File: config.mk
export PLATFORM = sky130hd
export DESIGN_NAME = stopwatch_mux_display
export DESIGN_NICKNAME = d
export VERILOG_FILES = /design/src/rtl/stopwatch_mux_display_pkg.sv /design/src/rtl/seg7_decoder.sv /design/src/rtl/stopwatch_mux_display.sv
export SDC_FILE = /design/constraint.sdc
export NUM_CORES = 1
export LEC_CHECK = 0
export ABC_AREA = 1
export BUFFER_PORTS_ARGS = -buffer_cell sky130_fd_sc_hd__buf_4
export CAP_MARGIN = 20
export CORE_ASPECT_RATIO = 1.2
export CORE_UTILIZATION = 30
export CTS_CLUSTER_DIAMETER = 50
export DETAILED_ROUTE_END_ITERATION = 10
export GPL_ROUTABILITY_DRIVEN = 0
export HOLD_SLACK_MARGIN = 0.08
export SLEW_MARGIN = 0
export SYNTH_ARGS = -nofsm -noshare
export SYNTH_HDL_FRONTEND = slang
export SYNTH_SLANG_ARGS = --single-unit
File: constraint.sdc
create_clock -name i_w_clk -period 2.76 [get_ports i_w_clk]
set_input_delay 0.276 -clock i_w_clk [delete_from_list [all_inputs] [get_ports i_w_clk]]
set_output_delay 0.276 -clock i_w_clk [all_outputs]
set_load 0.01 [all_outputs]
File: src/rtl/stopwatch_mux_display_pkg.sv
// Shared constants for the stopwatch: segment patterns, display FSM states, digit moduli.
package stopwatch_mux_display_pkg;

  localparam logic [0:0] ST_BLANK = 1'b0;
  localparam logic [0:0] ST_DRIVE = 1'b1;

  localparam logic [6:0] SEG_OFF = 7'h7F;

  // Active-low, bit 0 = CA ... bit 6 = CG.
  function automatic logic [6:0] seg_encode(input logic [3:0] bcd);
    logic [6:0] seg;
    case (bcd)
      4'd0:    seg = 7'h40;
      4'd1:    seg = 7'h79;
      4'd2:    seg = 7'h24;
      4'd3:    seg = 7'h30;
      4'd4:    seg = 7'h19;
      4'd5:    seg = 7'h12;
      4'd6:    seg = 7'h02;
      4'd7:    seg = 7'h78;
      4'd8:    seg = 7'h00;
      4'd9:    seg = 7'h10;
      default: seg = SEG_OFF;
    endcase
    return seg;
  endfunction

  // Tens-of-seconds and tens-of-minutes positions roll over at 6.
  function automatic logic [3:0] digit_mod(input int unsigned idx);
    return (idx == 1 || idx == 3) ? 4'd6 : 4'd10;
  endfunction

endpackage

File: src/rtl/seg7_decoder.sv
// BCD digit to active-low seven-segment pattern.
module seg7_decoder
  import stopwatch_mux_display_pkg::*;
(
  input  logic [3:0] bcd_i,
  output logic [6:0] seg_o
);

  assign seg_o = seg_encode(bcd_i);

endmodule

File: src/rtl/stopwatch_mux_display.sv
// Up/down stopwatch with a multiplexed, blanked seven-segment display.
module stopwatch_mux_display
  import stopwatch_mux_display_pkg::*;
#(
  parameter int unsigned NUM_DIGITS   = 4,
  parameter int unsigned TICK_DIV     = 100_000_000,
  parameter int unsigned REFRESH_DIV  = 50_000,
  parameter int unsigned BLANK_CYCLES = 1_000
) (
  input  logic                  i_w_clk,
  input  logic                  i_w_reset,
  input  logic                  i_w_start_stop,
  input  logic                  i_w_clear,
  input  logic                  i_w_mode,
  output logic [NUM_DIGITS-1:0] o_r_an,
  output logic [6:0]            o_r_seg,
  output logic                  o_r_dp,
  output logic                  o_r_running
);

  localparam int unsigned PW = (TICK_DIV > 1) ? $clog2(TICK_DIV) : 1;
  localparam int unsigned CW = (REFRESH_DIV > 1) ? $clog2(REFRESH_DIV) : 1;
  localparam int unsigned SW = $clog2(NUM_DIGITS);

  logic [NUM_DIGITS-1:0][3:0] digits_q, digits_d;
  logic [PW-1:0]              presc_q, presc_d;
  logic                       running_q, running_d;
  logic                       tick;
  logic                       carry;
  logic                       count_zero;

  logic [0:0]                 state_q, state_d;
  logic [CW-1:0]              cnt_q, cnt_d;
  logic [SW-1:0]              slot_q, slot_d;
  logic [6:0]                 dec_seg;

  assign tick       = running_q && (presc_q == PW'(TICK_DIV - 1));
  assign count_zero = (digits_q == '0);

  always_comb begin
    digits_d  = digits_q;
    presc_d   = presc_q;
    running_d = running_q;
    carry     = 1'b1;
    if (i_w_start_stop) begin
      running_d = (i_w_mode && count_zero) ? 1'b0 : ~running_q;
    end
    if (i_w_clear) begin
      digits_d = '0;
      presc_d  = '0;
    end else begin
      if (running_q) begin
        presc_d = tick ? '0 : presc_q + 1'b1;
      end
      if (tick) begin
        // carry doubles as borrow when counting down
        for (int unsigned i = 0; i < NUM_DIGITS; i++) begin
          if (carry) begin
            if (!i_w_mode) begin
              if (digits_q[i] == 4'(digit_mod(i) - 4'd1)) begin
                digits_d[i] = 4'd0;
              end else begin
                digits_d[i] = digits_q[i] + 4'd1;
                carry       = 1'b0;
              end
            end else begin
              if (digits_q[i] == 4'd0) begin
                digits_d[i] = 4'(digit_mod(i) - 4'd1);
              end else begin
                digits_d[i] = digits_q[i] - 4'd1;
                carry       = 1'b0;
              end
            end
          end
        end
        if (i_w_mode && (digits_d == '0)) begin
          running_d = 1'b0;
        end
      end
    end
  end

  always_ff @(posedge i_w_clk or posedge i_w_reset) begin
    if (i_w_reset) begin
      digits_q  <= '0;
      presc_q   <= '0;
      running_q <= 1'b0;
    end else begin
      digits_q  <= digits_d;
      presc_q   <= presc_d;
      running_q <= running_d;
    end
  end

  always_comb begin
    state_d = state_q;
    cnt_d   = cnt_q + 1'b1;
    slot_d  = slot_q;
    case (state_q)
      ST_BLANK: begin
        if (cnt_q == CW'(BLANK_CYCLES - 1)) begin
          state_d = ST_DRIVE;
          cnt_d   = '0;
        end
      end
      ST_DRIVE: begin
        if (cnt_q == CW'(REFRESH_DIV - BLANK_CYCLES - 1)) begin
          state_d = ST_BLANK;
          cnt_d   = '0;
          slot_d  = (slot_q == SW'(NUM_DIGITS - 1)) ? '0 : slot_q + 1'b1;
        end
      end
      default: begin
        state_d = ST_BLANK;
        cnt_d   = '0;
      end
    endcase
  end

  seg7_decoder u_seg7_decoder (
    .bcd_i (digits_q[slot_q]),
    .seg_o (dec_seg)
  );

  // Outputs are registered from the current state, so they trail the FSM by one clock.
  always_ff @(posedge i_w_clk or posedge i_w_reset) begin
    if (i_w_reset) begin
      state_q <= ST_BLANK;
      cnt_q   <= '0;
      slot_q  <= '0;
      o_r_an  <= '1;
      o_r_seg <= SEG_OFF;
      o_r_dp  <= 1'b1;
    end else begin
      state_q <= state_d;
      cnt_q   <= cnt_d;
      slot_q  <= slot_d;
      if (state_q == ST_DRIVE) begin
        o_r_an  <= ~(NUM_DIGITS'(1) << slot_q);
        o_r_seg <= dec_seg;
        o_r_dp  <= (slot_q != SW'(2));
      end else begin
        o_r_an  <= '1;
        o_r_seg <= SEG_OFF;
        o_r_dp  <= 1'b1;
      end
    end
  end

  assign o_r_running = running_q;

endmodule

==> results of run 1 <==
==> cell type report <==
| type | instances | area (sq um) | area share [%] |
|---|---|---|---|
| clock inverters | 5 | 78.8 | 1.47 |
| inverters | 95 | 360 | 6.74 |
| repair buffers | 21 | 170 | 3.18 |
| clock buffers | 11 | 233 | 4.35 |
| multi-input cells | 469 | 2390 | 44.6 |
| flip-flops and latches | 74 | 1870 | 34.9 |
| well taps | 204 | 255 | 4.77 |
==> worst paths after layout <==
check	to	slack [ns]
setup / recovery	o_r_seg[3]	0.68
hold / removal	cnt_q[15]	0.1
setup reg to reg	o_r_seg[3]	0.68
hold reg to reg	cnt_q[0]	0.49
max in group asynchronous	digits_q[9]	1.91
min in group i_w_clk	o_r_running	0.22
==> per-stage QoR <==
step	area, sq um	hold WS (ns)
3_3_place_gp	5040	0.471
4_1_cts	5350	0.145
5_1_grt	5350	0.191
2_1_floorplan	4700	0.451
6_report	5350	0.0996
3_5_place_dp	5040	0.483
==> power breakdown <==
group / internal, uW / total, uW / switching [uW]
combinational: 36.8 / 123 / 86.1
sequential: 1090 / 1110 / 12.5
clock: 791 / 1260 / 470
==> logic make-up after synthesis <==
group / count (synthesis)
simple gates: 353
xor+xnor: 5
flops: 74
fa+ha+maj: 11
mux: 1
compound gates: 99
buf+inv: 109
==> placed cells by master, fill, tap and decap left out, drive strengths merged, types with 2 or more instances in the layout <==
cell / Yosys / final
a21oi: 34 / 34
o22ai: 5 / 5
a31oi: 2 / 2
nor2: 98 / 98
nand2: 171 / 171
clkbuf: 3 / 11
o21a: 2 / 2
dfstp: 11 / 11
a32o: 2 / 2
nor3b: 7 / 7
xor2: 5 / 5
ha: 11 / 11
buf: 11 / 21
bufinv: 0 / 2
nand3: 41 / 41
nor4: 9 / 9
clkinv: 2 / 6
o21ai: 47 / 47
dfrtp: 63 / 63
nor3: 14 / 14
nand4: 10 / 10
inv: 93 / 92
==> layer usage <==
metal | part of all wire [%] | vias up | wire length (microns) | track usage (%)
met5 | 0 | - | 0 | 0
met2 | 50 | 60 | 5400 | 24.9
met1 | 46 | 1948 | 4970 | 17.9
li1 | - | 2138 | - | -
met4 | 1.6 | 0 | 172 | 5.60
met3 | 3.1 | 15 | 340 | 3.67
==> registers in the layout, indices dropped and copies added (netlist names) <==
name / flops
o_r_running: 1
o_r_an: 3
state_q: 1
o_r_seg: 7
presc_q: 27
digits_q: 16
cnt_q: 16
o_r_dp: 1
slot_q: 2
==> critical path: stages, from the launching register on <==
cell and delay, ns:
dfrtp_1 0.54, nand2_1 0.13, inv_1 0.06, o31ai_2 0.44, inv_1 0.13, ha_1 0.30
or2_2 0.30, nand2_1 0.07, nand2_1 0.05
==> results.md, run 1 <==
* DR WL/cell at 12.4 microns
* Hold-fix buffers at CTS at 0
* Pre-CTS WS at 0.660 ns
* Initial antenna violation count at 0
* Via-to-Cell Ratio at 4.73
* CTS Buffer Depth at 2
* Final Cycle Share at 75.4%
* Slew Viols, Final at 0
* Top cells by count, synth: 163 x nand2_1, 88 x nor2_1, 86 x inv_1
* YS warnings at 0
* Worst Setup Path Type: flip-flop to flip-flop
* Vias in the first global route at 4072
* Total CTS buffers at 9
* Total wire length at 10900 microns
* Non-filler cells, final at 879
* Ranking of synthesized cells by area: dfrtp_1 34%, nand2_1 13%, nor2_1 7.0%, inv_1 6.9%, dfstp_2 6.2%
* Compound-Gate Fraction of Synth Area at 11.8%
* VDD IR-drop max at 0.392 mV
* CTS clk-pin slew, worst paths at 0.06 ns
* # rows at 49
* Post-DRT Antenna Nets at 0
* Post-DP HPWL at 7840 microns
* Share of cells above drive strength 1 at 12.0%
* Min cycle time layout at 2.08 ns
* Net count, final at 686
* Sum Neg Setup Slack at 0 ns
* Ys flop type: dfrtp_1
* Gr ovfl total at 0
* CP required at 3.03 ns
* IO Port Bufs at 17
* Clk Tree Root Cell: clkbuf_16
* Post-layout util at 35.3%
* Simple-gate share of the synthesized area at 34.9%
* Slew headroom at 39.0%
* Max-Cap Viols at 0
* Post-synthesis xor/xnor area fraction at 0.932%
* Total Routing Usage GR at 14.8%
* Async SR Flop Fraction at 100%
* First-pass GRT wire length at 18800 microns
* Gates resized, CTS repair at 0
* Initial Util at 31.0%
* Pwr Density at 465 nW/um^2
* Mux contribution to synthesized area at 0.213%
* Post-Synthesis Cells at 652
* Crit. Startpoint: slot_q[0]
* Die area at 16200 sq um
* Die Ht at 139 microns
* N_diodes at 0
* Post-synth EDFFs at 0
* # setup viols final at 0
* Post-CTS Setup Inserts at 0
* Crit start category: flip-flop
* Status: complete, no violations
* Post-Syn Area at 4700 sq um
* Final hold vios at 0
* Pleak at 0.00247 uW
* Post-synth top area share at 33.5%
* Post-Syn Nets at 668
* Layout Skew at 0.00844 ns
* Sequential area share after synthesis at 39.7%
* Pre-Repair DR Iteration Count at 5
* Worst r2r src: slot_q[0]
* Largest family of logic cells by synthesized area: simple AND/OR/NAND/NOR gates
* R2R depth at 8
* Adder-Cell Fraction of Synth Area at 2.93%
* F_max at 0.481 GHz
* Fill cell count at 1638
* CTS tree: yes
* Area growth, synth to finish at 13.8%
* RSZ-0062 raised after global routing: no
* Worst skew pair latency at 0.35 ns
* Synthesized area per cell at 7.21 sq um
* H-tree Lvls at 3
* Cells after DPL at 863
* I/O pin count at 18
* Kind of end point of the critical path: flip-flop
* Detailed Route Iter0 Violations at 279
* Distinct cell type count after synthesis at 48
* Count leader, synth: nand2_1
* Worst Tran Pin Value at 0.914 ns
* Post-detailed-route DRC marker count at 0
* Total number of vias at 4161
* Core area at 15100 sq um
* Hold/Removal Path Class: input port to async pin
* Fin worst setup slack at 0.679 ns
* #FFs+latches synth at 74
* Cell type with the largest total area after synthesis: dfrtp_1
* Crit path max fanout at 16
* Largest net degree at the start of global routing at 53
* PnR Total Power at 2490 uW
* Clock sinks at 74
* Chip width at 116 microns
* Arrival time at the worst endpoint at 2.35 ns
Note: power is estimated with default switching activity, not from simulation.
==> run 2: changes to the inputs <==
- ABC_AREA: 1 -> 0
- clock period: 2.76 -> 2.1 ns (I/O delays scaled with it)
==> run 2 against run 1 <==
Sequential power rose by 30%; final area rose by 1.8%; synthesized cell count fell by 25%; die area fell by 5.8%; register-to-register slack got worse by 0.67 ns; worst hold slack improved by 0.14 ns; critical path type unchanged; critical path depth fell by 2; count of clock-buffer cells in the layout did not move; maximum frequency fell by 0.65%; non-clock buffer count rose by 48.
==> results.md, run 2 <==
* Comb pwr share at 4.7% (-0.2 points)
* Post-Synthesis Cells at 489 (-25%)
* Cell type with the largest total area after synthesis: dfrtp_1
* Die Ht at 135 microns (-3.0%)
* N_diodes at 0 (unchanged)
* Final Cycle Share at 99.7% (+24 points)
* Slew Viols, Final at 0 (unchanged)
* Count leader, synth: nor2_1
* Mux contribution to synthesized area at 3.65% (+3.4 points)
* Worst Tran Pin Value at 0.631 ns (-0.284 ns)
* Total Routing Usage GR at 14.0% (-0.79 points)
* CTS Buffer Depth at 2 (unchanged)
* CP required at 2.29 ns (-0.74 ns)
* Pleak at 0.00230 uW (-6.8%)
* Clk Tree Root Cell: clkbuf_16
* Total length of routed met2 wires at 5040 microns (-6.8%)
* Post-synthesis xor/xnor area fraction at 9.51% (+8.6 points)
* Net count, final at 555 (-19%)
* Distinct cell type count after synthesis at 65 (+35%)
* Met1 wire length at 4430 microns (-11%)
* R2r setup slk at 0.006 ns (-0.67 ns)
* Fin worst setup slack at 0.00572 ns (-0.674 ns)
* H-tree Lvls at 3 (unchanged)
* Initial antenna violation count at 0 (unchanged)
* Post-DRT Antenna Nets at 0 (unchanged)
* Largest family of logic cells by synthesized area: simple AND/OR/NAND/NOR gates
* Met3 Wirelength at 204 microns (-40%)
* YS warnings at 0 (unchanged)
* First-pass GRT wire length at 17100 microns (-9.4%)
* Slew headroom at 57.6% (+19 points)
* Crit path max fanout at 2 (-14)
* Pre-Repair DR Iteration Count at 4 (-1)
* Final hold vios at 0 (unchanged)
* Async SR Flop Fraction at 100% (unchanged)
* Post-synth top area share at 35.7% (+2.1 points)
* Sequential area share after synthesis at 42.2% (+2.5 points)
* IO Port Bufs at 17 (unchanged)
* CTS clk-pin slew, worst paths at 0.06 ns (about the same)
* Highest metal used: met4
* # rows at 48 (-2.0%)
* Ranking of synthesized cells by area: dfrtp_1 36%, dfstp_2 6.5%, nor2_1 5.8%, xor2_1 5.1%, xnor2_1 4.4%
* Layout Skew at 0.00557 ns (-0.00287 ns)
* Post-Syn Nets at 505 (-24%)
* Synthesized area per cell at 9.04 sq um (+25%)
* Chip width at 113 microns (-3.0%)
* Max-Cap Viols at 0 (unchanged)
* Compound-Gate Fraction of Synth Area at 11.1% (-0.70 points)
* Worst skew pair latency at 0.34 ns (about the same)
* R2R depth at 6 (-2)
* Adder-Cell Fraction of Synth Area at 3.11% (+0.18 points)
* Gr ovfl total at 0 (unchanged)
* Pwr Density at 645 nW/um^2 (+39%)
* Simple-gate share of the synthesized area at 26.0% (-8.9 points)
* #FFs+latches synth at 74 (unchanged)
* Hold/Removal Path Class: input port to flip-flop
* CTS tree: yes
* Setup crit end: o_r_running
* Status: complete, no violations
* Max FFs per register at 27 (unchanged)
* Worst Setup Path Type: flip-flop to flip-flop
* Largest regs: presc_q x27, cnt_q x16, digits_q x16
* Pre-CTS WS at 0.00548 ns (-0.654 ns)
* Post-synth EDFFs at 0 (unchanged)
* Ys flop type: dfrtp_1
* Total CTS buffers at 9 (unchanged)
* Net Sw Frac at 19.9% (-2.9 points)
* Largest Register: presc_q
* Clock share of power at 54.3% (+3.7 points)
* Area growth, synth to finish at 23.1%
* Largest net degree at the start of global routing at 75 (+42%)
* Most common cell after layout, fill and taps aside: nor2_1
* Worst r2r src: digits_q[1]
* Core area at 14400 sq um (-4.8%)
* VDD IR-drop max at 0.393 mV (+0.27%)
* Most frequent cells in the layout: 67 x nor2_1, 66 x buf_4, 63 x dfrtp_1, 39 x nand2_1, 26 x xor2_1
* Initial Util at 30.7% (-0.36 points)
* Cells after DPL at 700 (-19%)
* Min cycle time layout at 2.09 ns (+0.0136 ns)
* Non-filler cells, final at 719 (-18%)
* R2r endpoint: o_r_running
* Total wire length at 9920 microns (-8.9%)
* Post-DP HPWL at 7000 microns (-11%)
* Arrival time at the worst endpoint at 2.29 ns (-0.06 ns)
* Clock sinks at 74 (unchanged)
* Total number of vias at 3664 (-12%)
* Crit. Startpoint: digits_q[1]
* Detailed Route Iter0 Violations at 199 (-29%)
* Cell Int Power at 2810 uW (+46%)
* Kind of end point of the critical path: flip-flop
* Net Sw Power at 698 uW (+23%)
* Top cells by count, synth: 68 x nor2_1, 63 x dfrtp_1, 39 x nand2_1
* Share of cells above drive strength 1 at 21.5% (+9.5 points)
* Die area at 15200 sq um (-5.8%)
* Register share of total power at 41.0% (-3.4 points)
* Crit start category: flip-flop
* I/O pin count at 18 (unchanged)
* RSZ-0062 raised after global routing: yes
* Via-to-Cell Ratio at 5.10 (+7.7%)
* # setup viols final at 0 (unchanged)
* Vias in the first global route at 3686 (-9.5%)
* Post-detailed-route DRC marker count at 0 (unchanged)
* Post-Syn Area at 4420 sq um (-5.9%)
* DR WL/cell at 13.8 microns (+11%)
* F_max at 0.477 GHz (-0.65%)
-- run 2: changes by cell type in the layout (fill, tap and decap cells not counted), sizes merged, moves of 13 or more --
cell	before	now
nand3	41	25
a21oi	34	21
nor2	98	68
inv	92	16
nand2	171	40
buf	21	68
xor2	5	26
o21ai	47	27
xnor2	0	22
-- run 2: worst min path at each step --
| stage | startpoint | to | slack, ns | depth (start not counted) |
|---|---|---|---|---|
| global route | i_w_clear | digits_q[15] | 0.26 | 2 |
| floorplan | cnt_q[0] | cnt_q[0] | 0.43 | 1 |
| CTS | i_w_clear | digits_q[15] | 0.24 | 2 |
| detailed placement | i_w_reset | cnt_q[5] | 0.35 | 3 |
| global placement | i_w_reset | presc_q[23] | 0.34 | 3 |
| finish | i_w_clear | presc_q[1] | 0.24 | 2 |
-- run 2: area by class of cell --
class                   count  area, sq um
repair buffers             69          546
flip-flops and latches     74         1870
clock inverters             5          125
fillers                  1435         8970
clock buffers              11          243
inverters                  16         60.1
well taps                 175          219
multi-input cells         369         2390
-- run 2: cell families after synthesis --
kind of cell / after synthesis
AO/OA/AOI/OAI: 80
flip-flops: 74
XOR/XNOR: 48
adder cells (fa/ha/maj): 11
buffers and inverters: 46
multiplexers: 11
AND/OR/NAND/NOR: 219
-- run 2: repair_timing --
| item | CTS | global route |
|---|---|---|
| setup endpoints to repair | 1 | 5 |
| pin swaps | 2 | 5 |
| endpoints found under the hold margin | 63 | 0 |
| resized for setup | 1 | 4 |
| buffers inserted | 0 | 2 |
| hold buffers | 1 | 0 |
-- run 2: layer usage --
metal,global-route usage (%),vias up
li1,-,1801
met4,6.89,0
met1,16.6,1814
met2,24.1,36
met3,2.83,13
met5,0,-
-- run 2: worst max-delay path, cell delays in order, from the launching register on --
cell,delay [ns]
dfrtp_1,0.38
or4b_4,0.55
or4_4,0.44
a21oi_2,0.14
nor2_1,0.06
nor4_2,0.23
a41oi_1,0.14
-- run 2: power by group through the flow --
stage,combinational (uW),sequential (uW),clock (uW)
2_1_floorplan,96.8,1460,0
3_3_place_gp,159,1460,0
3_5_place_dp,162,1460,0
4_1_cts,164,1440,1940
5_1_grt,184,1440,2010
6_report,164,1440,1910
-- run 2: stage by stage --
stage,setup TNS [ns],cell area (sq um),util (%),power (uW),hold slack [ns]
floorplan,0,4420,-,1560,0.433
finish,0,5450,37.8,3510,0.242
CTS,0,5410,37.5,3550,0.239
global placement,0,5030,34.9,1620,0.344
global route,-0.114,5450,37.8,3630,0.255
detailed placement,0,5030,34.9,1620,0.347
==> run 3: changes to the inputs <==
- MAX_ROUTING_LAYER: unset -> met4
==> run 3 against run 2 <==
The flow now finishes with violations (negative setup slack); setup slack lost 0.019 ns; worst hold slack gained 0.011 ns; flip-flop and latch count is the same; largest cell class unchanged.
==> results.md, run 3 (same netlist as run 2, synthesis figures left out) <==
* Layout Cell Area excl Fill at 5450 sq um (unchanged)
* IO Port Bufs at 17 (unchanged)
* CTS Buffer Depth at 2 (unchanged)
* Chip width at 113 microns (unchanged)
* CTS tree: yes
* Fill cell count at 1435 (unchanged)
* Sum Neg Setup Slack at -0.0134 ns (-0.0134 ns)
* # setup viols final at 1 (+1)
* H-tree Lvls at 3 (unchanged)
* Area growth, synth to finish at 23.1% (unchanged)
* Initial Util at 30.7% (unchanged)
* Clock sinks at 74 (unchanged)
* Post-layout util at 37.8% (unchanged)
* Slew Viols, Final at 0 (unchanged)
* Crit path max fanout at 2 (unchanged)
* Crit-path cells: or4b_4, or4_4, a21oi_2, nor2_1, nor4_2, a41oi_1
* DR WL/cell at 13.8 microns (about the same)
* Worst Tran Pin Value at 0.630 ns (-0.000794 ns)
* Register area at 1870 sq um (unchanged)
* Slowest CP cell: or4b_4
* Die Ht at 135 microns (unchanged)
* Via-to-Cell Ratio at 5.13 (+0.57%)
* F_max at 0.473 GHz (-0.91%)
* Worst skew pair latency at 0.34 ns (about the same)
* R2r endpoint: o_r_running
* Largest Register: presc_q
* Pleak at 0.00230 uW (unchanged)
* Most frequent cells in the layout: 67 x nor2_1, 66 x buf_4, 63 x dfrtp_1, 39 x nand2_1, 26 x xor2_1
* Post-DP Area at 5030 sq um (unchanged)
* Hold/Removal Path Class: input port to flip-flop
* # rows at 48 (unchanged)
* Most common cell after layout, fill and taps aside: nor2_1
* Vias in the first global route at 3688 (+0.054%)
* Die area at 15200 sq um (unchanged)
* Detailed Route Iter0 Violations at 202 (+1.5%)
* Max-Cap Viols at 0 (unchanged)
* Total number of vias at 3685 (+0.57%)
* Clk Tree Root Cell: clkbuf_16
* Arrival time at the worst endpoint at 2.30 ns (about the same)
* Total wire length at 9920 microns (about the same)
* Total CTS buffers at 9 (unchanged)
* Post-detailed-route DRC marker count at 0 (unchanged)
* First-pass GRT wire length at 17000 microns (-0.20%)
* PnR Total Power at 3510 uW (about the same)
* Min cycle time layout at 2.11 ns (+0.0192 ns)
* Post-DRT Antenna Nets at 0 (unchanged)
* I/O pin count at 18 (unchanged)
* Hold_sp: i_w_clear
* Largest regs: presc_q x27, cnt_q x16, digits_q x16
* CP max stage delay at 0.55 ns (about the same)
* N_diodes at 0 (unchanged)
* Status: complete, but fails checks
* Crit start category: flip-flop
* Largest net degree at the start of global routing at 75 (unchanged)
* Worst r2r src: digits_q[1]
* Layout Skew at 0.00646 ns (+0.000886 ns)
* Fin worst setup slack at -0.0134 ns (-0.0192 ns)
* Hold Path Sink: digits_q[15]
* Net count, final at 555 (unchanged)
* R2R depth at 6 (unchanged)
* Worst Setup Path Type: flip-flop to flip-flop
* Initial antenna violation count at 0 (unchanged)
* Kind of end point of the critical path: flip-flop
* Gr ovfl total at 0 (unchanged)
* R2r setup slk at -0.01 ns (-0.02 ns)
* Final hold vios at 0 (unchanged)
* Share of cells above drive strength 1 at 21.5% (unchanged)
* Post-DP HPWL at 7000 microns (unchanged)
* RSZ-0062 raised after global routing: yes
* Final Cycle Share at 101% (+0.91 points)
* CTS clk-pin slew, worst paths at 0.06 ns (about the same)
* Pwr Density at 644 nW/um^2 (about the same)
* Slew headroom at 57.6% (about the same)
* Worst hold stages at 2 (unchanged)
* Total Routing Usage GR at 14.4% (+0.40 points)
* Failing checks: negative setup slack
* Pre-Repair DR Iteration Count at 5 (+1)
* VDD IR-drop max at 0.393 mV (about the same)
* Pre-CTS WS at 0.00548 ns (unchanged)
* Max FFs per register at 27 (unchanged)
* CP required at 2.29 ns (about the same)
* Multi-input gate area at 2390 sq um (unchanged)
* Core area at 14400 sq um (unchanged)
[run 3: worst max path at each step]
stage,startpoint,to
2_1_floorplan,digits_q[2],o_r_running
3_3_place_gp,i_w_mode,o_r_running
3_5_place_dp,digits_q[3],o_r_running
4_1_cts,digits_q[3],o_r_running
5_1_grt,digits_q[3],o_r_running
6_report,digits_q[1],o_r_running
[run 3: worst max-delay path, delay by kind of cell, from the launching register on]
family,cells,cell delay (ns)
AO/OA/AOI/OAI,2,0.30
flip-flops,1,0.38
AND/OR/NAND/NOR,4,1.29
[run 3: stage by stage]
stage	hold slack [ns]	cells
2_1_floorplan	0.433	489
3_3_place_gp	0.344	700
5_1_grt	0.255	719
4_1_cts	0.239	717
6_report	0.253	719
3_5_place_dp	0.347	700
[run 3: final cells by class]
| type | instances | area share [%] |
|---|---|---|
| Tap cell | 175 | 4.02 |
| Timing Repair Buffer | 69 | 10.0 |
| Sequential cell | 74 | 34.3 |
| Inverter | 16 | 1.10 |
| Multi-Input combinational cell | 369 | 43.8 |
| Clock inverter | 5 | 2.30 |
| Clock buffer | 11 | 4.46 |
[run 3: what timing repair did]
item                                    in CTS  in global routing
endpoints found under the setup margin       1                  5
pin swaps                                    2                  5
resized for setup                            1                  4
setup buffers                                0                  2
endpoints found under the hold margin       63                  0
hold buffers                                 1                  0
[run 3: routing by layer]
layer	GRT usage, %	vias up	wire length (microns)	share of wire (%)
li1	-	1805	-	-
met1	16.5	1810	4350	44
met2	24.2	57	5070	51
met3	2.83	13	260	2.6
met4	6.89	0	246	2.5
met5	-	-	0	0
[run 3: report_power, final]
group          total, uW  leakage, uW  internal, uW  switching (uW)
clock               1900     0.000180          1310             593
sequential          1440     0.000980          1430            4.60
combinational        165      0.00114          66.3            98.3
total               3510      0.00230          2810             696
